`config.mk`:
```
export PLATFORM = sky130hd
export DESIGN_NAME = sram_req_ctrl
export DESIGN_NICKNAME = d
export VERILOG_FILES = /design/src/rtl/sram_ctrl_pkg.sv /design/src/rtl/sram_rsp_fifo.sv /design/src/rtl/sram_req_ctrl.sv
export SDC_FILE = /design/constraint.sdc
export NUM_CORES = 1
export LEC_CHECK = 0
export CORE_ASPECT_RATIO = 0.8
export CORE_UTILIZATION = 45
export CTS_BUF_LIST = sky130_fd_sc_hd__clkbuf_2 sky130_fd_sc_hd__clkbuf_4 sky130_fd_sc_hd__clkbuf_8
export CTS_CLUSTER_DIAMETER = 80
export DETAILED_ROUTE_END_ITERATION = 6
export HOLD_SLACK_MARGIN = 0.06
export PLACE_DENSITY_LB_ADDON = 0.2
export SYNTH_ARGS = -nofsm -noshare
export SYNTH_HDL_FRONTEND = slang
export SYNTH_SLANG_ARGS = --single-unit
```
`constraint.sdc`:
```
create_clock -name clk -period 4.3 [get_ports clk]
set_input_delay 0.645 -clock clk [delete_from_list [all_inputs] [get_ports clk]]
set_output_delay 0.645 -clock clk [all_outputs]
set_load 0.05 [all_outputs]
```
`src/rtl/sram_ctrl_pkg.sv`:
```
// Shared types for the SRAM request controller: request/response records at the
// default macro widths and the controller state encoding.
package sram_ctrl_pkg;

  localparam int CTRL_DW = 128;
  localparam int CTRL_AW = 9;
  localparam int CTRL_IW = 4;
  localparam int CTRL_BW = CTRL_DW / 8;

  typedef struct packed {
    logic               wr;
    logic [CTRL_BW-1:0] be;
    logic [CTRL_AW-1:0] addr;
    logic [CTRL_DW-1:0] wdata;
    logic [CTRL_IW-1:0] id;
  } sram_req_t;

  typedef struct packed {
    logic [CTRL_DW-1:0] rdata;
    logic [CTRL_IW-1:0] id;
  } sram_rsp_t;

  typedef enum logic {
    ST_INIT = 1'b0,
    ST_RUN  = 1'b1
  } ctrl_state_e;

endpackage

```
`src/rtl/sram_rsp_fifo.sv`:
```
// Small synchronous FIFO for read responses; the head is read straight out of the
// storage registers so it holds steady while the consumer stalls.
module sram_rsp_fifo #(
  parameter int WIDTH = 8,
  parameter int DEPTH = 4
) (
  input  logic             clk,
  input  logic             rst_n,
  input  logic             push_i,
  input  logic [WIDTH-1:0] data_i,
  input  logic             pop_i,
  output logic             full_o,
  output logic             empty_o,
  output logic [WIDTH-1:0] head_o
);

  localparam int PW = (DEPTH > 1) ? $clog2(DEPTH) : 1;
  localparam int CW = $clog2(DEPTH + 1);

  logic [WIDTH-1:0] mem_q [DEPTH];
  logic [PW-1:0]    wr_ptr_q;
  logic [PW-1:0]    rd_ptr_q;
  logic [CW-1:0]    count_q;

  // Pointers wrap explicitly so non-power-of-two depths work.
  function automatic logic [PW-1:0] ptr_inc(input logic [PW-1:0] p);
    return (p == PW'(DEPTH - 1)) ? '0 : p + 1'b1;
  endfunction

  always_ff @(posedge clk) begin
    if (!rst_n) begin
      wr_ptr_q <= '0;
      rd_ptr_q <= '0;
      count_q  <= '0;
    end else begin
      if (push_i) wr_ptr_q <= ptr_inc(wr_ptr_q);
      if (pop_i)  rd_ptr_q <= ptr_inc(rd_ptr_q);
      count_q <= count_q + CW'(push_i) - CW'(pop_i);
    end
  end

  always_ff @(posedge clk) begin
    if (push_i) mem_q[wr_ptr_q] <= data_i;
  end

  assign head_o  = mem_q[rd_ptr_q];
  assign full_o  = (count_q == CW'(DEPTH));
  assign empty_o = (count_q == '0);

endmodule

```
`src/rtl/sram_req_ctrl.sv`:
```
// Initiator-side controller for a single-port byte-enabled SRAM: optional zero-fill
// after reset, then request issue with credit-limited, in-order read responses.
module sram_req_ctrl
  import sram_ctrl_pkg::*;
#(
  parameter int DATA_WIDTH = 128,
  parameter int ADDR_WIDTH = 9,
  parameter int ID_WIDTH   = 4,
  parameter int RSP_DEPTH  = 4,
  parameter int INIT_EN    = 1
) (
  input  logic                    clk,
  input  logic                    rst_n,
  input  logic                    req_valid,
  output logic                    req_ready,
  input  logic                    req_wr,
  input  logic [DATA_WIDTH/8-1:0] req_be,
  input  logic [ADDR_WIDTH-1:0]   req_addr,
  input  logic [DATA_WIDTH-1:0]   req_wdata,
  input  logic [ID_WIDTH-1:0]     req_id,
  output logic                    rsp_valid,
  input  logic                    rsp_ready,
  output logic [DATA_WIDTH-1:0]   rsp_rdata,
  output logic [ID_WIDTH-1:0]     rsp_id,
  output logic                    mem_en,
  output logic                    mem_wr,
  output logic [DATA_WIDTH/8-1:0] mem_be,
  output logic [ADDR_WIDTH-1:0]   mem_addr,
  output logic [DATA_WIDTH-1:0]   mem_wdata,
  input  logic [DATA_WIDTH-1:0]   mem_rdata,
  output logic                    init_done
);

  localparam int CW = $clog2(RSP_DEPTH + 1);
  localparam int FW = DATA_WIDTH + ID_WIDTH;

  ctrl_state_e           state_q, state_d;
  logic [ADDR_WIDTH-1:0] init_ptr_q, init_ptr_d;
  logic [CW-1:0]         cnt_q, cnt_d;
  logic                  s1_valid_q;
  logic [ID_WIDTH-1:0]   s1_id_q;

  logic          credit_ok;
  logic          accept;
  logic          rd_accept;
  logic          rsp_pop;
  logic          fifo_full;
  logic          fifo_empty;
  logic [FW-1:0] fifo_head;

  always_ff @(posedge clk) begin
    if (!rst_n) begin
      state_q    <= (INIT_EN != 0) ? ST_INIT : ST_RUN;
      init_ptr_q <= '0;
    end else begin
      state_q    <= state_d;
      init_ptr_q <= init_ptr_d;
    end
  end

  always_comb begin
    state_d    = state_q;
    init_ptr_d = init_ptr_q;
    if (state_q == ST_INIT) begin
      init_ptr_d = init_ptr_q + 1'b1;
      if (&init_ptr_q) state_d = ST_RUN;
    end
  end

  // Every valid-type output is gated by rst_n so nothing leaks onto the port during reset.
  always_comb begin
    req_ready = 1'b0;
    init_done = 1'b0;
    mem_en    = 1'b0;
    mem_wr    = 1'b0;
    mem_be    = '0;
    mem_addr  = req_addr;
    mem_wdata = req_wdata;
    if (rst_n) begin
      case (state_q)
        ST_INIT: begin
          mem_en    = 1'b1;
          mem_wr    = 1'b1;
          mem_be    = '1;
          mem_addr  = init_ptr_q;
          mem_wdata = '0;
        end
        ST_RUN: begin
          init_done = 1'b1;
          req_ready = credit_ok;
          mem_en    = req_valid && credit_ok;
          mem_wr    = req_wr;
          mem_be    = req_wr ? req_be : '1;
        end
        default: ;
      endcase
    end
  end

  assign credit_ok = (cnt_q < CW'(RSP_DEPTH));
  assign accept    = req_valid && req_ready;
  assign rd_accept = accept && !req_wr;
  assign rsp_pop   = rsp_valid && rsp_ready;

  always_comb begin
    cnt_d = cnt_q;
    case ({rd_accept, rsp_pop})
      2'b10:   cnt_d = cnt_q + 1'b1;
      2'b01:   cnt_d = cnt_q - 1'b1;
      default: cnt_d = cnt_q;
    endcase
  end

  // Stage s1 tracks the read whose data the SRAM presents on the following cycle.
  always_ff @(posedge clk) begin
    if (!rst_n) begin
      s1_valid_q <= 1'b0;
      s1_id_q    <= '0;
      cnt_q      <= '0;
    end else begin
      s1_valid_q <= rd_accept;
      s1_id_q    <= req_id;
      cnt_q      <= cnt_d;
    end
  end

  sram_rsp_fifo #(
    .WIDTH (FW),
    .DEPTH (RSP_DEPTH)
  ) u_rsp_fifo (
    .clk     (clk),
    .rst_n   (rst_n),
    .push_i  (s1_valid_q),
    .data_i  ({mem_rdata, s1_id_q}),
    .pop_i   (rsp_pop),
    .full_o  (fifo_full),
    .empty_o (fifo_empty),
    .head_o  (fifo_head)
  );

  assign rsp_valid = rst_n && !fifo_empty;
  assign rsp_rdata = fifo_head[FW-1:ID_WIDTH];
  assign rsp_id    = fifo_head[ID_WIDTH-1:0];

  // Credits bound buffered reads, so a push into a full FIFO means the credit logic is broken.
  a_no_overflow: assert property (@(posedge clk) disable iff (!rst_n)
    !(s1_valid_q && fifo_full && !rsp_pop));

endmodule

```
==> results.yml, run 1 <==
sta:
  period_share_pct: 91.1
  tightest_slew_ns: 0.697
  tns_ns: 0
  fin_crit_ns: 3.92
  slew_viol_final: 0
  max-slew-margin-rel_pct: 53.4
  fmax_mhz: 255
  finClkSkew_ns: 0.0195
  grt_setup_unrepaired: "no"
  finalSetupViolCount: 0
  finalHoldViolCount: 0
place:
  dp_cells: 2155
  gp_congestion: 0.959
  numPortBuffers: 579
  dp_hpwl_mm: 46.3
logic_synthesis:
  synth_top_family_by_area: "multiplexers"
  async_flop_share_pct: 0
  synth_compound_area_share_pct: 1.29
  synth.avg_cell_area_sq_um: 21.6
  synthTopCellsByCount: "edfxtp_1 (528), and2_1 (145), mux4_2 (132), dfxtp_1 (27), clkbuf_1 (24)"
  syn_inst: 988
  synth-main-ff-cell: "edfxtp_1"
  synth_edf_count: 528
  yosysSeqAreaShare_pct: 76.7
  ys_ff_latch: 555
  synthAdderAreaFrac_pct: 0.656
  synth-simple-area-share_pct: 5.09
  synth_area_sq_um: 21400
  netlist_top_cells_area: "edfxtp_1 (74%), mux4_2 (14%), and2_1 (4.2%)"
  synth.distinct_cells: 37
  yosys.area.top_type: "edfxtp_1"
  yosys_warnings: 0
  synth_fp_nets: 1288
  post-synth-top-count-cell: "edfxtp_1"
  synth_mux_area_share_pct: 14.6
  yosys.area.top_type_share_pct: 74.2
  synthXorXnorAreaFrac_pct: 0.328
detailed_routing:
  dr.pass1.iters: 5
  ant_nets: 0
  via_count: 12400
  drt-total-wl_mm: 64.7
  wl_per_cell_microns: 27.8
  drc: 0
  viasPerCell: 5.31
  drt_iter0_drc: 881
cells_and_area:
  syn2layout_area_growth_pct: 39.4
  drive_gt1_share_pct: 18.7
  final_nets: 1925
  final_cells: 2330
  n_fill_cell: 3274
clock_tree:
  clock-sinks: 555
  insertion_delay_ns: 0.65
  htreeDepth: 3
  root_buffer: "clkbuf_8"
  post_cts_buffers: 0
  post_cts_resized: 0
  cts_tree: "yes"
  cts_buffer_depth: 3
  clk_pin_slew_ns: 0.06
  cts_buffers: 88
  hold_buffers: 0
pwr:
  combPwrFrac_pct: 22.5
  p_switching_mw: 3.80
  switching_share_pct: 28.2
  p_seq_share_pct: 44.5
  p_per_area_nw_per_um2: 453
  ir_drop_mv: 0.312
  pwr-share-clk_pct: 33.1
  internal_power_mw: 9.69
  p_leak_nw: 9.60
setup_path:
  path_cells: "nand2b_4 > buf_4 > and2_1 > clkdlybuf4s50_1"
  reg2reg_to: "cnt_q[2]$_SDFFE_PN0P_"
  ff2ff_path_depth: 5
  worst-setup-path-type: "reg2out"
  regToRegStartpoint: "state_q$_SDFF_PN0_"
  required_ns: 3.65
  critPathSlowestCell: "clkdlybuf4s50_1"
  critPathLaunchType: "flip-flop"
  endpoint_kind: "output pin"
  crit_arrival_ns: 3.27
  worst_path_largest_cell_delay_ns: 0.82
  r2r_slack_ns: 2.17
  crit_fanout: 54
grt:
  gr-total-overflow: 0
  grt_max_degree: 76
  grt_pass1_wl_mm: 90.5
  grt.total_usage_pct: 26.9
  antenna_found_initial: 24
  grt_pass1_vias: 12600
worst_hold_path:
  worstHoldStart: "s1_id_q[1]$_SDFF_PN0_"
  holdPathStages: 0
  hold_path_class: "reg2reg"
  hold_end: "u_rsp_fifo.mem_q[1][1]$_DFFE_PP_"
floorplan:
  dieArea_sq_um: 48400
  core_area_sq_um: 46900
  start_util_pct: 45.6
  die_w_microns: 246
  die_y_microns: 197
  boundaryPins: 580
  rows: 71
status:
  status: "finished, final reports clean"
job:
  cap_violations: 0
==> worst max-delay path by stage <==
stage	from	end	cells after the start
2_1_floorplan	u_rsp_fifo.wr_ptr_q[0]$_SDFFE_PN0P_	u_rsp_fifo.mem_q[3][0]$_DFFE_PP_	2
3_3_place_gp	rst_n	mem_wdata[97]	5
3_5_place_dp	rst_n	mem_wdata[85]	5
4_1_cts	state_q$_SDFF_PN0_	mem_wdata[85]	4
5_1_grt	state_q$_SDFF_PN0_	mem_wdata[76]	4
6_report	state_q$_SDFF_PN0_	mem_wdata[79]	4
==> area by class of cell <==
type	count	area (sq um)	share of cell area (%)
Sequential cell	555	16400	55.1
Timing Repair Buffer	600	6060	20.3
Multi-Input combinational cell	375	4710	15.8
Clock buffer	130	1540	5.17
Tap cell	620	776	2.60
Clock inverter	30	249	0.836
Antenna cell	15	37.5	0.126
Inverter	5	18.8	0.0630
==> power groups by stage <==
stage	Combinational (mW)	Sequential [mW]	Clock (mW)
after detailed placement	3.05	6.12	0
final	3.03	6.00	4.47
after floorplan	1.98	6.07	0
after global placement	3.04	6.12	0
after CTS	3.06	6.00	4.57
after global routing	3.15	6.01	4.80
==> cell families (layout without fill, tap and decap cells) <==
logic type	count (synthesis)	in the layout
adder cells (fa/ha/maj)	10	10
AND/OR/NAND/NOR	176	176
multiplexers	145	145
AO/OA/AOI/OAI	36	36
flip-flops	555	555
XOR/XNOR	8	8
other	0	15
buffers and inverters	58	765
==> worst max-delay path, delay by kind of cell, from the launching register on <==
family	cells	cell delay, ns
simple gates	2	0.73
flops	1	0.64
buf+inv	2	1.23
==> layer usage <==
layer / vias to the layer above / routed length, microns / global-route usage, %
li1: 5296 / - / -
met1: 6371 / 24900 / 34.2
met2: 569 / 32300 / 43.2
met3: 115 / 4930 / 7.76
met4: 10 / 2510 / 11.7
met5: - / 56 / 0
==> sequential cells by signal, summed over array words and instances (netlist names), named ones only <==
register             count
s1_valid_q               1
u_rsp_fifo.rd_ptr_q      2
u_rsp_fifo.count_q       3
cnt_q                    3
init_ptr_q               9
state_q                  1
s1_id_q                  4
u_rsp_fifo.mem_q       528
u_rsp_fifo.wr_ptr_q      2
==> layout by cell type, fill, tap and decap left out, types with 3 or more instances in the layout <==
cell type,netlist,final
mux4_2,132,132
clkbuf_8,0,90
buf_4,10,12
nand3_1,4,4
and2_1,145,141
clkbuf_4,0,40
o21a_1,17,17
o21ai_0,6,6
bufinv_16,0,3
clkinv_2,0,4
dfxtp_1,27,25
clkinv_1,0,16
buf_12,0,9
mux2i_1,4,4
diode_2,0,15
nand2_1,4,4
o31ai_1,3,3
a21boi_0,4,4
ha_1,8,8
nor2_1,3,3
edfxtp_1,528,528
nor2b_1,6,6
mux2_2,9,9
and2_4,0,4
inv_1,5,5
xnor2_1,7,7
clkdlybuf4s50_1,0,578
==> stage by stage <==
| stage | utilization (%) | power, mW | cell area [sq um] | setup WS, ns | hold WS (ns) |
|---|---|---|---|---|---|
| after floorplan | - | 8.05 | 21400 | 0.224 | 0.438 |
| after global placement | 59.6 | 9.16 | 28000 | 0.922 | 0.452 |
| after detailed placement | 59.6 | 9.17 | 28000 | 0.854 | 0.466 |
| after CTS | 63.4 | 13.6 | 29800 | 0.392 | 0.461 |
| after global routing | 63.5 | 14.0 | 29800 | 0.156 | 0.503 |
| final | 63.5 | 13.5 | 29800 | 0.381 | 0.481 |
Power figures use the tool's default switching activity.
==> inputs of run 2 (changes only) <==
--- a/config.mk
+++ b/config.mk
@@ -12,6 +12,7 @@
 export DETAILED_ROUTE_END_ITERATION = 6
 export HOLD_SLACK_MARGIN = 0.06
 export PLACE_DENSITY_LB_ADDON = 0.2
+export SKIP_LAST_GASP = 1
 export SYNTH_ARGS = -nofsm -noshare
 export SYNTH_HDL_FRONTEND = slang
 export SYNTH_SLANG_ARGS = --single-unit
==> results of run 2 <==
The final DEF is identical to that of run 1; final timing and power are the same.
==> patch: new RTL, settings of run 2 <==
Change the parameter `RSP_DEPTH` from 4 to 8.
--- a/src/rtl/sram_req_ctrl.sv
+++ b/src/rtl/sram_req_ctrl.sv
@@ -6,7 +6,7 @@
   parameter int DATA_WIDTH = 128,
   parameter int ADDR_WIDTH = 9,
   parameter int ID_WIDTH   = 4,
-  parameter int RSP_DEPTH  = 4,
+  parameter int RSP_DEPTH  = 8,
   parameter int INIT_EN    = 1
 ) (
   input  logic                    clk,
Function: not settled (the Yosys comparison gave no result); the edit may change what the design does.
==> patch against run 2 <==
  * Non-clock buffer count grew 43
  * Synthesized area increased by 100%
  * Die area up 99%
  * Routed wire length increased by 53%
  * Sequential cell count rose by 533
  * Total power up 87%
  * Design area is 80% higher
  * Critical path depth unchanged
  * Setup slack got worse by 200 ps
==> patch: results (changes against run 2) <==
stage,metric,value,unit,change
outcome,status,"finished, final reports clean",,
worst_hold_path,hp-class,in2reg,,
pwr,internal_power,18.4,mW,+90%
layout,num-nets-final,2884,,+50%
routing,drt-wirelength-per-cell,25.1,um,-9.7%
global_route,globalRouteMet1Util,25.5,%,-8.7 points
placement,place.gp.congestion,0.941,,-1.9%
layout,share_of_cells_above_drive_strength_1,27.4,%,+8.7 points
global_route,antenna_found_initial,19,,-21%
placement,dpl.cell_count,3631,,+68%
pwr,power_leakage,17.5,nW,+82%
cts,number_of_buffers_inserted_during_clock_tree_synthesis,168,,+91%
yosys,mappedNetlistNets,2167,,+68%
layout,clock_area_share,5.97,%,-0.029 points
layout,clock_buffer_count_in_the_final_layout,222,,+71%
sta,post_layout_minimum_cycle_time,4120,ps,+201 ps
global_route,largest_net_degree_at_the_start_of_global_routing,102,,+34%
yosys,synth-seq-cells,1088,,+96%
global_route,first_global_vias,22900,,+82%
placement,place_ws,786,ps,-67.3 ps
pwr,vdd.ir_drop.worst,0.000252,V,-19%
sta,max_slew_margin,22.7,%,-31 points
cts,clock_tree.htree_level_count,4,,+1
worst_hold_path,min_delay_path_depth,2,,+2
critical_path,rr_startpoint,u_rsp_fifo.count_q[2],,
global_route,track_usage,20.7,%,-6.2 points
global_route,globalRouteMet3Util,4.50,%,-3.3 points
critical_path,regToRegEndpoint,cnt_q[3],,
routing,initialDrtViolationCount,1343,,+52%
layout,fillerInstances,6816,,+110%
yosys,synth.distinct_cells,34,,-8.1%
routing,met3WireLength,4870,um,-1.2%
yosys,synth.avg_cell_area,23.0,um2,+6.4%
layout,num-nonclk-buffers,643,,+7.2%
pwr,p_seq_share,46.5,%,+2.0 points
placement,dpl_cell_area,50500,um2,+80%
critical_path,reg2reg_slack,1550,ps,-620 ps
global_route,global_route.usage.met2,35.6,%,-7.6 points
layout,seq_area,32400,um2,+97%
critical_path,timing.reg2reg.worst_path_depth,11,,+6
routing,viasPerCell,5.37,,+1.1%
layout,non_clock_buffer_area_share,12.5,%,-7.8 points
layout,largest_registers,"u_rsp_fifo.mem_q (1056), init_ptr_q (9)",,
==> patch: timing repair <==
action	in CTS	in global routing
setup endpoints to repair	57	6
endpoints found under the hold margin	0	0
buffers inserted	1	0
gates resized for setup	0	6
pin swaps	0	0
==> patch: worst max-delay path, stage by stage, from the launching register on <==
cell	delay [ps]
dfxtp_4	600
buf_4	390
mux4_1	600
mux2_2	280
clkdlybuf4s50_1	780
==> patch: logic make-up (layout without fill, tap and decap cells) <==
logic type / Yosys count / in the layout / synth area share [%]
AOI/OAI and AO/OA: 30 / 30 / 0.491
DFF: 1088 / 1088 / 75.5
xor gates and xnor gates: 10 / 10 / 0.204
muxes: 411 / 411 / 18.8
and+or+nand+nor: 197 / 197 / 2.73
buffers and inverters: 109 / 956 / 1.69
adders and majority gates: 16 / 16 / 0.502
other: 0 / 11 / 0
